===== src/rtl/snake_scoreboard_mux.sv =====
// snake_scoreboard_mux: binary score -> BCD (sequential double-dabble) ->
// time-multiplexed active-low seven-segment display with leading-zero
// blanking and blink. Scores that do not fit in NUM_DIGITS digits saturate to all 9s.
module snake_scoreboard_mux #(
  parameter int NUM_DIGITS  = 4,
  parameter int SCORE_WIDTH = 14,
  parameter int REFRESH_DIV = 50000,
  parameter int BLINK_SCANS = 64
) (
  input  logic                   i_Clk,
  input  logic                   i_Rst_L,
  input  logic [SCORE_WIDTH-1:0] i_Score,
  input  logic                   i_Score_Valid,
  input  logic                   i_Lz_Blank,
  input  logic                   i_Blink,
  output logic [7:0]             o_ScoreDisplay,
  output logic [NUM_DIGITS-1:0]  o_SegmentSelect,
  output logic                   o_Busy
);

  localparam int BCD_W  = 4 * NUM_DIGITS;
  localparam int IDX_W  = (NUM_DIGITS > 1) ? $clog2(NUM_DIGITS) : 1;
  localparam int REF_W  = $clog2(REFRESH_DIV);
  localparam int SCAN_W = (BLINK_SCANS > 1) ? $clog2(BLINK_SCANS) : 1;
  localparam int CNT_W  = (SCORE_WIDTH > 1) ? $clog2(SCORE_WIDTH) : 1;

  // Largest value representable in NUM_DIGITS decimal digits.
  function automatic int pow10_minus1(input int n);
    int acc;
    acc = 1;
    for (int k = 0; k < n; k++) begin
      acc = acc * 10;
    end
    return acc - 1;
  endfunction

  localparam logic [31:0]       MAX_VAL   = 32'(pow10_minus1(NUM_DIGITS));
  localparam logic [IDX_W-1:0]  IDX_LAST  = IDX_W'(NUM_DIGITS - 1);
  localparam logic [REF_W-1:0]  REF_LAST  = REF_W'(REFRESH_DIV - 1);
  localparam logic [SCAN_W-1:0] SCAN_LAST = SCAN_W'(BLINK_SCANS - 1);
  localparam logic [CNT_W-1:0]  CNT_LAST  = CNT_W'(SCORE_WIDTH - 1);

  // Clamp a raw score to the largest displayable value.
  function automatic logic [SCORE_WIDTH-1:0] sat_score(input logic [SCORE_WIDTH-1:0] s);
    logic [31:0] wide_v;
    wide_v = 32'(s);
    if (wide_v > MAX_VAL) begin
      sat_score = MAX_VAL[SCORE_WIDTH-1:0];
    end else begin
      sat_score = s;
    end
  endfunction

  // Double-dabble correction: add 3 to every nibble that is 5 or more.
  function automatic logic [BCD_W-1:0] add3_nibbles(input logic [BCD_W-1:0] v);
    logic [BCD_W-1:0] r;
    r = v;
    for (int k = 0; k < NUM_DIGITS; k++) begin
      if (v[4*k +: 4] >= 4'd5) begin
        r[4*k +: 4] = v[4*k +: 4] + 4'd3;
      end else begin
        r[4*k +: 4] = v[4*k +: 4];
      end
    end
    return r;
  endfunction

  // Active-low segment pattern {a,b,c,d,e,f,g,dp}; non-decimal nibbles go dark.
  function automatic logic [7:0] seg_decode(input logic [3:0] n);
    case (n)
      4'd0:    seg_decode = 8'b0000_0011;
      4'd1:    seg_decode = 8'b1001_1111;
      4'd2:    seg_decode = 8'b0010_0101;
      4'd3:    seg_decode = 8'b0000_1101;
      4'd4:    seg_decode = 8'b1001_1001;
      4'd5:    seg_decode = 8'b0100_1001;
      4'd6:    seg_decode = 8'b0100_0001;
      4'd7:    seg_decode = 8'b0001_1111;
      4'd8:    seg_decode = 8'b0000_0001;
      4'd9:    seg_decode = 8'b0000_1001;
      default: seg_decode = 8'hFF;
    endcase
  endfunction

  typedef enum logic [1:0] {
    ST_IDLE  = 2'd0,
    ST_SHIFT = 2'd1,
    ST_LATCH = 2'd2
  } state_t;

  state_t                  state_r, state_nx_s;
  logic [SCORE_WIDTH-1:0]  bin_r;
  logic [BCD_W-1:0]        bcd_r;
  logic [BCD_W-1:0]        add3_s;
  logic [CNT_W-1:0]        cnt_r;
  logic [SCORE_WIDTH-1:0]  pend_score_r;
  logic                    pend_r;
  logic [BCD_W-1:0]        disp_r;
  logic                    busy_r;

  logic [REF_W-1:0]        ref_cnt_r;
  logic [IDX_W-1:0]        idx_r;
  logic [SCAN_W-1:0]       scan_cnt_r;
  logic                    phase_on_r;

  logic [NUM_DIGITS-1:0]   upper_zero_s;
  logic [3:0]              digit_s;
  logic                    blank_s;
  logic [7:0]              seg_s;
  logic [NUM_DIGITS-1:0]   sel_s;
  logic [7:0]              seg_r;
  logic [NUM_DIGITS-1:0]   sel_r;

  // Converter state register.
  always_ff @(posedge i_Clk) begin
    if (!i_Rst_L) begin
      state_r <= ST_IDLE;
    end else begin
      state_r <= state_nx_s;
    end
  end

  // Converter next-state logic; LATCH chains straight into a new conversion
  // when a score is waiting or arrives in that very cycle.
  always_comb begin
    state_nx_s = state_r;
    case (state_r)
      ST_IDLE: begin
        if (i_Score_Valid) begin
          state_nx_s = ST_SHIFT;
        end else begin
          state_nx_s = ST_IDLE;
        end
      end
      ST_SHIFT: begin
        if (cnt_r == CNT_LAST) begin
          state_nx_s = ST_LATCH;
        end else begin
          state_nx_s = ST_SHIFT;
        end
      end
      ST_LATCH: begin
        if (pend_r || i_Score_Valid) begin
          state_nx_s = ST_SHIFT;
        end else begin
          state_nx_s = ST_IDLE;
        end
      end
      default: state_nx_s = ST_IDLE;
    endcase
  end

  // Per-step nibble correction ahead of the shift.
  always_comb begin
    add3_s = add3_nibbles(bcd_r);
  end

  // Conversion datapath, single-entry pending slot and displayed BCD value.
  always_ff @(posedge i_Clk) begin
    if (!i_Rst_L) begin
      bin_r        <= {SCORE_WIDTH{1'b0}};
      bcd_r        <= {BCD_W{1'b0}};
      cnt_r        <= {CNT_W{1'b0}};
      pend_score_r <= {SCORE_WIDTH{1'b0}};
      pend_r       <= 1'b0;
      disp_r       <= {BCD_W{1'b0}};
      busy_r       <= 1'b0;
    end else begin
      busy_r <= (state_nx_s != ST_IDLE);
      case (state_r)
        ST_IDLE: begin
          if (i_Score_Valid) begin
            bin_r <= sat_score(i_Score);
            bcd_r <= {BCD_W{1'b0}};
            cnt_r <= {CNT_W{1'b0}};
          end
        end
        ST_SHIFT: begin
          bcd_r <= {add3_s[BCD_W-2:0], bin_r[SCORE_WIDTH-1]};
          bin_r <= bin_r << 1'b1;
          cnt_r <= cnt_r + CNT_W'(1);
          if (i_Score_Valid) begin
            pend_score_r <= sat_score(i_Score);
            pend_r       <= 1'b1;
          end
        end
        ST_LATCH: begin
          disp_r <= bcd_r;
          pend_r <= 1'b0;
          if (i_Score_Valid) begin
            bin_r <= sat_score(i_Score);
            bcd_r <= {BCD_W{1'b0}};
            cnt_r <= {CNT_W{1'b0}};
          end else if (pend_r) begin
            bin_r <= pend_score_r;
            bcd_r <= {BCD_W{1'b0}};
            cnt_r <= {CNT_W{1'b0}};
          end
        end
        default: begin
          pend_r <= 1'b0;
        end
      endcase
    end
  end

  // Refresh divider, digit index, completed-scan counter and blink phase.
  always_ff @(posedge i_Clk) begin
    if (!i_Rst_L) begin
      ref_cnt_r  <= {REF_W{1'b0}};
      idx_r      <= {IDX_W{1'b0}};
      scan_cnt_r <= {SCAN_W{1'b0}};
      phase_on_r <= 1'b1;
    end else if (ref_cnt_r == REF_LAST) begin
      ref_cnt_r <= {REF_W{1'b0}};
      if (idx_r == IDX_LAST) begin
        idx_r <= {IDX_W{1'b0}};
        if (scan_cnt_r == SCAN_LAST) begin
          scan_cnt_r <= {SCAN_W{1'b0}};
          phase_on_r <= ~phase_on_r;
        end else begin
          scan_cnt_r <= scan_cnt_r + SCAN_W'(1);
        end
      end else begin
        idx_r <= idx_r + IDX_W'(1);
      end
    end else begin
      ref_cnt_r <= ref_cnt_r + REF_W'(1);
    end
  end

  // upper_zero_s[k] is set when digits k..NUM_DIGITS-1 are all zero.
  always_comb begin
    logic acc_v;
    upper_zero_s = {NUM_DIGITS{1'b0}};
    acc_v        = 1'b1;
    for (int k = NUM_DIGITS - 1; k >= 0; k--) begin
      acc_v           = acc_v && (disp_r[4*k +: 4] == 4'd0);
      upper_zero_s[k] = acc_v;
    end
  end

  // Next segment/anode pattern for the currently indexed digit.
  always_comb begin
    digit_s = disp_r[int'(idx_r)*4 +: 4];
    blank_s = i_Lz_Blank && (idx_r != {IDX_W{1'b0}}) && upper_zero_s[idx_r];
    sel_s   = {NUM_DIGITS{1'b1}};
    seg_s   = 8'hFF;
    if (i_Blink && !phase_on_r) begin
      sel_s = {NUM_DIGITS{1'b1}};
      seg_s = 8'hFF;
    end else begin
      sel_s[idx_r] = 1'b0;
      if (blank_s) begin
        seg_s = 8'hFF;
      end else begin
        seg_s = seg_decode(digit_s);
      end
    end
  end

  // Output registers: segments and anodes move together.
  always_ff @(posedge i_Clk) begin
    if (!i_Rst_L) begin
      seg_r <= 8'hFF;
      sel_r <= {NUM_DIGITS{1'b1}};
    end else begin
      seg_r <= seg_s;
      sel_r <= sel_s;
    end
  end

  assign o_ScoreDisplay  = seg_r;
  assign o_SegmentSelect = sel_r;
  assign o_Busy          = busy_r;

endmodule


===== config.mk =====
export PLATFORM = sky130hd
export DESIGN_NAME = snake_scoreboard_mux
export DESIGN_NICKNAME = d
export VERILOG_FILES = /design/src/rtl/snake_scoreboard_mux.sv
export SDC_FILE = /design/constraint.sdc
export NUM_CORES = 1
export LEC_CHECK = 0
export ABC_CLOCK_PERIOD_IN_PS = 6100
export BUFFER_PORTS_ARGS = -buffer_cell sky130_fd_sc_hd__buf_4
export CAP_MARGIN = 40
export CELL_PAD_IN_SITES_DETAIL_PLACEMENT = 1
export CELL_PAD_IN_SITES_GLOBAL_PLACEMENT = 2
export CORE_UTILIZATION = 42
export CTS_BUF_LIST = sky130_fd_sc_hd__clkbuf_2
export CTS_CLUSTER_SIZE = 10
export DETAILED_ROUTE_END_ITERATION = 6
export PLACE_DENSITY_LB_ADDON = 0.1
export SYNTH_ARGS = -nofsm -noshare
export SYNTH_HDL_FRONTEND = slang
export SYNTH_SLANG_ARGS = --single-unit
export TNS_END_PERCENT = 30

===== constraint.sdc =====
create_clock -name i_Clk -period 6.1 [get_ports i_Clk]
set_input_delay 1.525 -clock i_Clk [delete_from_list [all_inputs] [get_ports i_Clk]]
set_output_delay 1.525 -clock i_Clk [all_outputs]
set_load 0.05 [all_outputs]

==> run_results.csv <==
group,metric,value,unit
run_status,status,"complete, no violations",
pwr,p_clk_share,28.8,%
global_routing,grt_use_total,20.5,%
sta,final.min_clock_period,2.70,ns
floorplanning,die_h,114,um
drt,vias,4300,
placed_design,place_congestion,0.720,
yosys,synth_cells,610,
cells_and_area,fillers,1470,
sta,tightest_slew,0.764,ns
drt,drtAntennaViolNets,0,
critical_path,ff2ff_path_depth,6,
sta,finalSetupViolCount,0,
yosys,synth_area,5260,sq um
cells_and_area,final_common_cell,"dfxtp_1",
cells_and_area,nets,667,
pwr,switching_share,28.3,%
critical_path,critical_path_class,"flip-flop to primary output",
worst_hold_path,hp-class,"flip-flop to flip-flop",
drt,first_pass_iters,4,
clock_tree,htree_num_levels,3,
clock_tree,ctsRootBufferMaster,"clkbuf_2",
cells_and_area,final_cell_mix,"dfxtp_1 (104), nand2_1 (67), o21ai_0 (53), nand3_1 (42), buf_4 (36)",
critical_path,reg2reg_from,"ref_cnt_r[0]",
sta,clock.fmax,0.371,GHz
floorplanning,fp.coreArea,12100,sq um
critical_path,cpPeakStageDelay,0.38,ns
global_routing,grt_pass1_wl,21200,um
pwr,switchingPower,0.000334,W
drt,drt_wl_total,12300,um
pwr,seqPwrFrac,60.5,%
yosys,synth_area_per_cell,8.62,sq um
yosys,yosysTopAreaCell,"dfxtp_1",
sta,fin_skew,0.0446,ns
clock_tree,worst_skew_pair.late_latency,0.62,ns
global_routing,gr-total-overflow,0,
sta,finalHoldWorstSlack,0.473,ns
critical_path,cp.required,4.58,ns
critical_path,worst-path-stages,1,
yosys,synth-seq-area-share,39.6,%
critical_path,crit_slowest_cell,"dfxtp_1",
pwr,p_per_area,206,nW/um^2
critical_path,crit_chain,"buf_4",
critical_path,cp_max_fo,1,
flow_run,max_cap_violations,0,
global_routing,grt_pass1_vias,4400,
drt,wl_per_cell,15.5,um
yosys,synth-main-ff-cell,"dfxtp_1",
pwr,p_int,0.000845,W
cells_and_area,diodes,0,
yosys,synth-edff-count,0,
sta,finalCritPeriodShare,44.2,%
critical_path,start_kind,"flip-flop",
clock_tree,cts_tree,"done",
sta,setup_tns,0,ns
cells_and_area,syn_to_final_growth,8.99,%
critical_path,endpoint,"o_Busy",
clock_tree,cts_buffer_depth,2,
floorplanning,rows,40,
drt,post-route-drc-count,0,
yosys,synthArstFlopShare,0,%
sta,drv_slew,0,
drt,via_per_inst,5.42,
cells_and_area,regArea,2080,sq um
floorplanning,die_x,114,um
sta,final_hold_viol_count,0,
floorplanning,die_area,13000,sq um
sta,rsz0062_at_grt,"false",
yosys,yosysTopAreaCellShare,39.6,%
floorplanning,start_util,43.4,%
cells_and_area,multiInputGateArea,2950,sq um
yosys,synthTopCellsByArea,"dfxtp_1 (40%), ha_1 (6.4%), o21ai_0 (5.0%), mux2i_1 (4.9%), nand2_1 (4.8%)",
cells_and_area,post-route-util,47.3,%
yosys,yosysWarnings,0,
critical_path,end_kind,"primary output",
placed_design,dpl.hpwl,8560,um
sta,slew_headroom,49.0,%
critical_path,r2r-end,"scan_cnt_r[5]",
cells_and_area,layout-drive-gt1-share,11.7,%
pwr,ir_worst_vdd,0.000186,V
clock_tree,cts_hold_buffers,0,
clock_tree,post-cts-setup-buffers,0,
clock_tree,clk_pin_slew,0.29,ns
critical_path,crit_arrival,1.17,ns
critical_path,startpoint,"o_Busy",
yosys,synth_fp_nets,656,
global_routing,antenna_found_initial,0,
drt,first_iter_violations,232,
clock_tree,ctsResizeCount,0,
global_routing,grt_max_degree,88,
pwr,p_comb_share,10.7,%
yosys,yosysUniqueCellTypes,56,
critical_path,r2r_slack,3.87,ns
yosys,ys_ff_latch,104,
placed_design,port_buffers,30,
floorplanning,ioPinCount,32,
clock_tree,cts_made_buffers,9,
critical_path,timing.critical_path.buf_inv,1,
critical_path,crit_family,"flip-flops",
clock_tree,clock_sinks,104,
pwr,power.leakage,2.15,nW
metrics by stage:
step           power (W)  cell area, sq um  setup slack, ns  cells
3_5_place_dp    0.000852              5610             2.79    778
2_1_floorplan   0.000805              5260             3.32    610
4_1_cts          0.00120              5730             3.33    794
6_report         0.00118              5730             3.40    794
5_1_grt          0.00124              5730             3.28    794
3_3_place_gp    0.000844              5580             2.92    775
layout make-up:
class | count | area share [%]
clock buffer | 9 | 0.786
timing repair buffer | 37 | 4.98
sequential | 104 | 36.3
multi-input combinational | 447 | 51.4
clock inverter | 7 | 1.38
inverter | 22 | 1.44
tap | 168 | 3.67
flip-flops by register name, summed over array words and instances (netlist names):
signal	flops
bcd_r	16
disp_r	16
ref_cnt_r	16
bin_r	14
pend_score_r	14
o_ScoreDisplay	7
scan_cnt_r	6
cnt_r	4
o_SegmentSelect	4
idx_r	2
state_r	2
o_Busy	1
pend_r	1
phase_on_r	1
power by group through the flow:
stage                     registers [W]   logic, W  clock network [W]
after floorplan                0.000732  0.0000728                  0
after global placement         0.000724   0.000121                  0
after detailed placement       0.000725   0.000127                  0
after CTS                      0.000713   0.000128           0.000358
after global routing           0.000716   0.000139           0.000383
final                          0.000713   0.000126           0.000340
synth_stat cells (all sizes together) (2+ instances only):
cell type / n
or3: 7
dfxtp: 104
mux2: 3
xnor2: 9
o211a: 5
o2111a: 2
mux4: 3
nand2: 67
a21oi: 26
clkbuf: 31
ha: 27
a22oi: 9
nor2b: 32
a221o: 2
mux2i: 26
o31a: 2
nor2: 28
a21boi: 20
buf: 6
or2: 3
a31oi: 3
inv: 21
nor4: 4
nand3: 42
nand4: 8
xor2: 8
a211oi: 6
nand2b: 11
o21ai: 53
and2: 3
and3: 8
and4bb: 2
o31ai: 3
o2111ai: 3
a32oi: 2
nor3: 9
metal layers:
metal / GRT usage [%] / part of all wire, %
met1: 25.8 / 48
met2: 35.6 / 49
met3: 4.78 / 2.8
met4: 4.50 / 0.82
met5: 0 / 0
worst reg2reg max path, cell delays in order, from the launching register on:
cell	delay, ns
dfxtp_1	0.43
ha_1	0.25
and3_1	0.26
nand4_4	0.18
or2_1	0.39
or4_1	0.54
a21boi_1	0.15
kinds of logic (layout without fill, tap and decap cells):
family / after synthesis / count (layout) / synth area share (%)
AOI/OAI and AO/OA: 141 / 141 / 17.1
xor gates and xnor gates: 17 / 17 / 2.83
adders and majority gates: 27 / 27 / 6.42
buffers and inverters: 59 / 75 / 4.45
DFF: 104 / 104 / 39.6
muxes: 32 / 32 / 6.88
other: 1 / 1 / 0.0713
and+or+nand+nor: 229 / 229 / 22.7
how the worst min path moves through the flow:
stage | to | start | slack (ns) | cells after the start
detailed placement | ref_cnt_r[0] | ref_cnt_r[0] | 0.44 | 1
finish | ref_cnt_r[0] | ref_cnt_r[0] | 0.47 | 1
global route | ref_cnt_r[0] | ref_cnt_r[0] | 0.48 | 1
floorplan | ref_cnt_r[0] | ref_cnt_r[0] | 0.41 | 1
CTS | ref_cnt_r[0] | ref_cnt_r[0] | 0.48 | 1
global placement | ref_cnt_r[0] | ref_cnt_r[0] | 0.43 | 1
No activity file was read; power rests on OpenSTA's default activity.
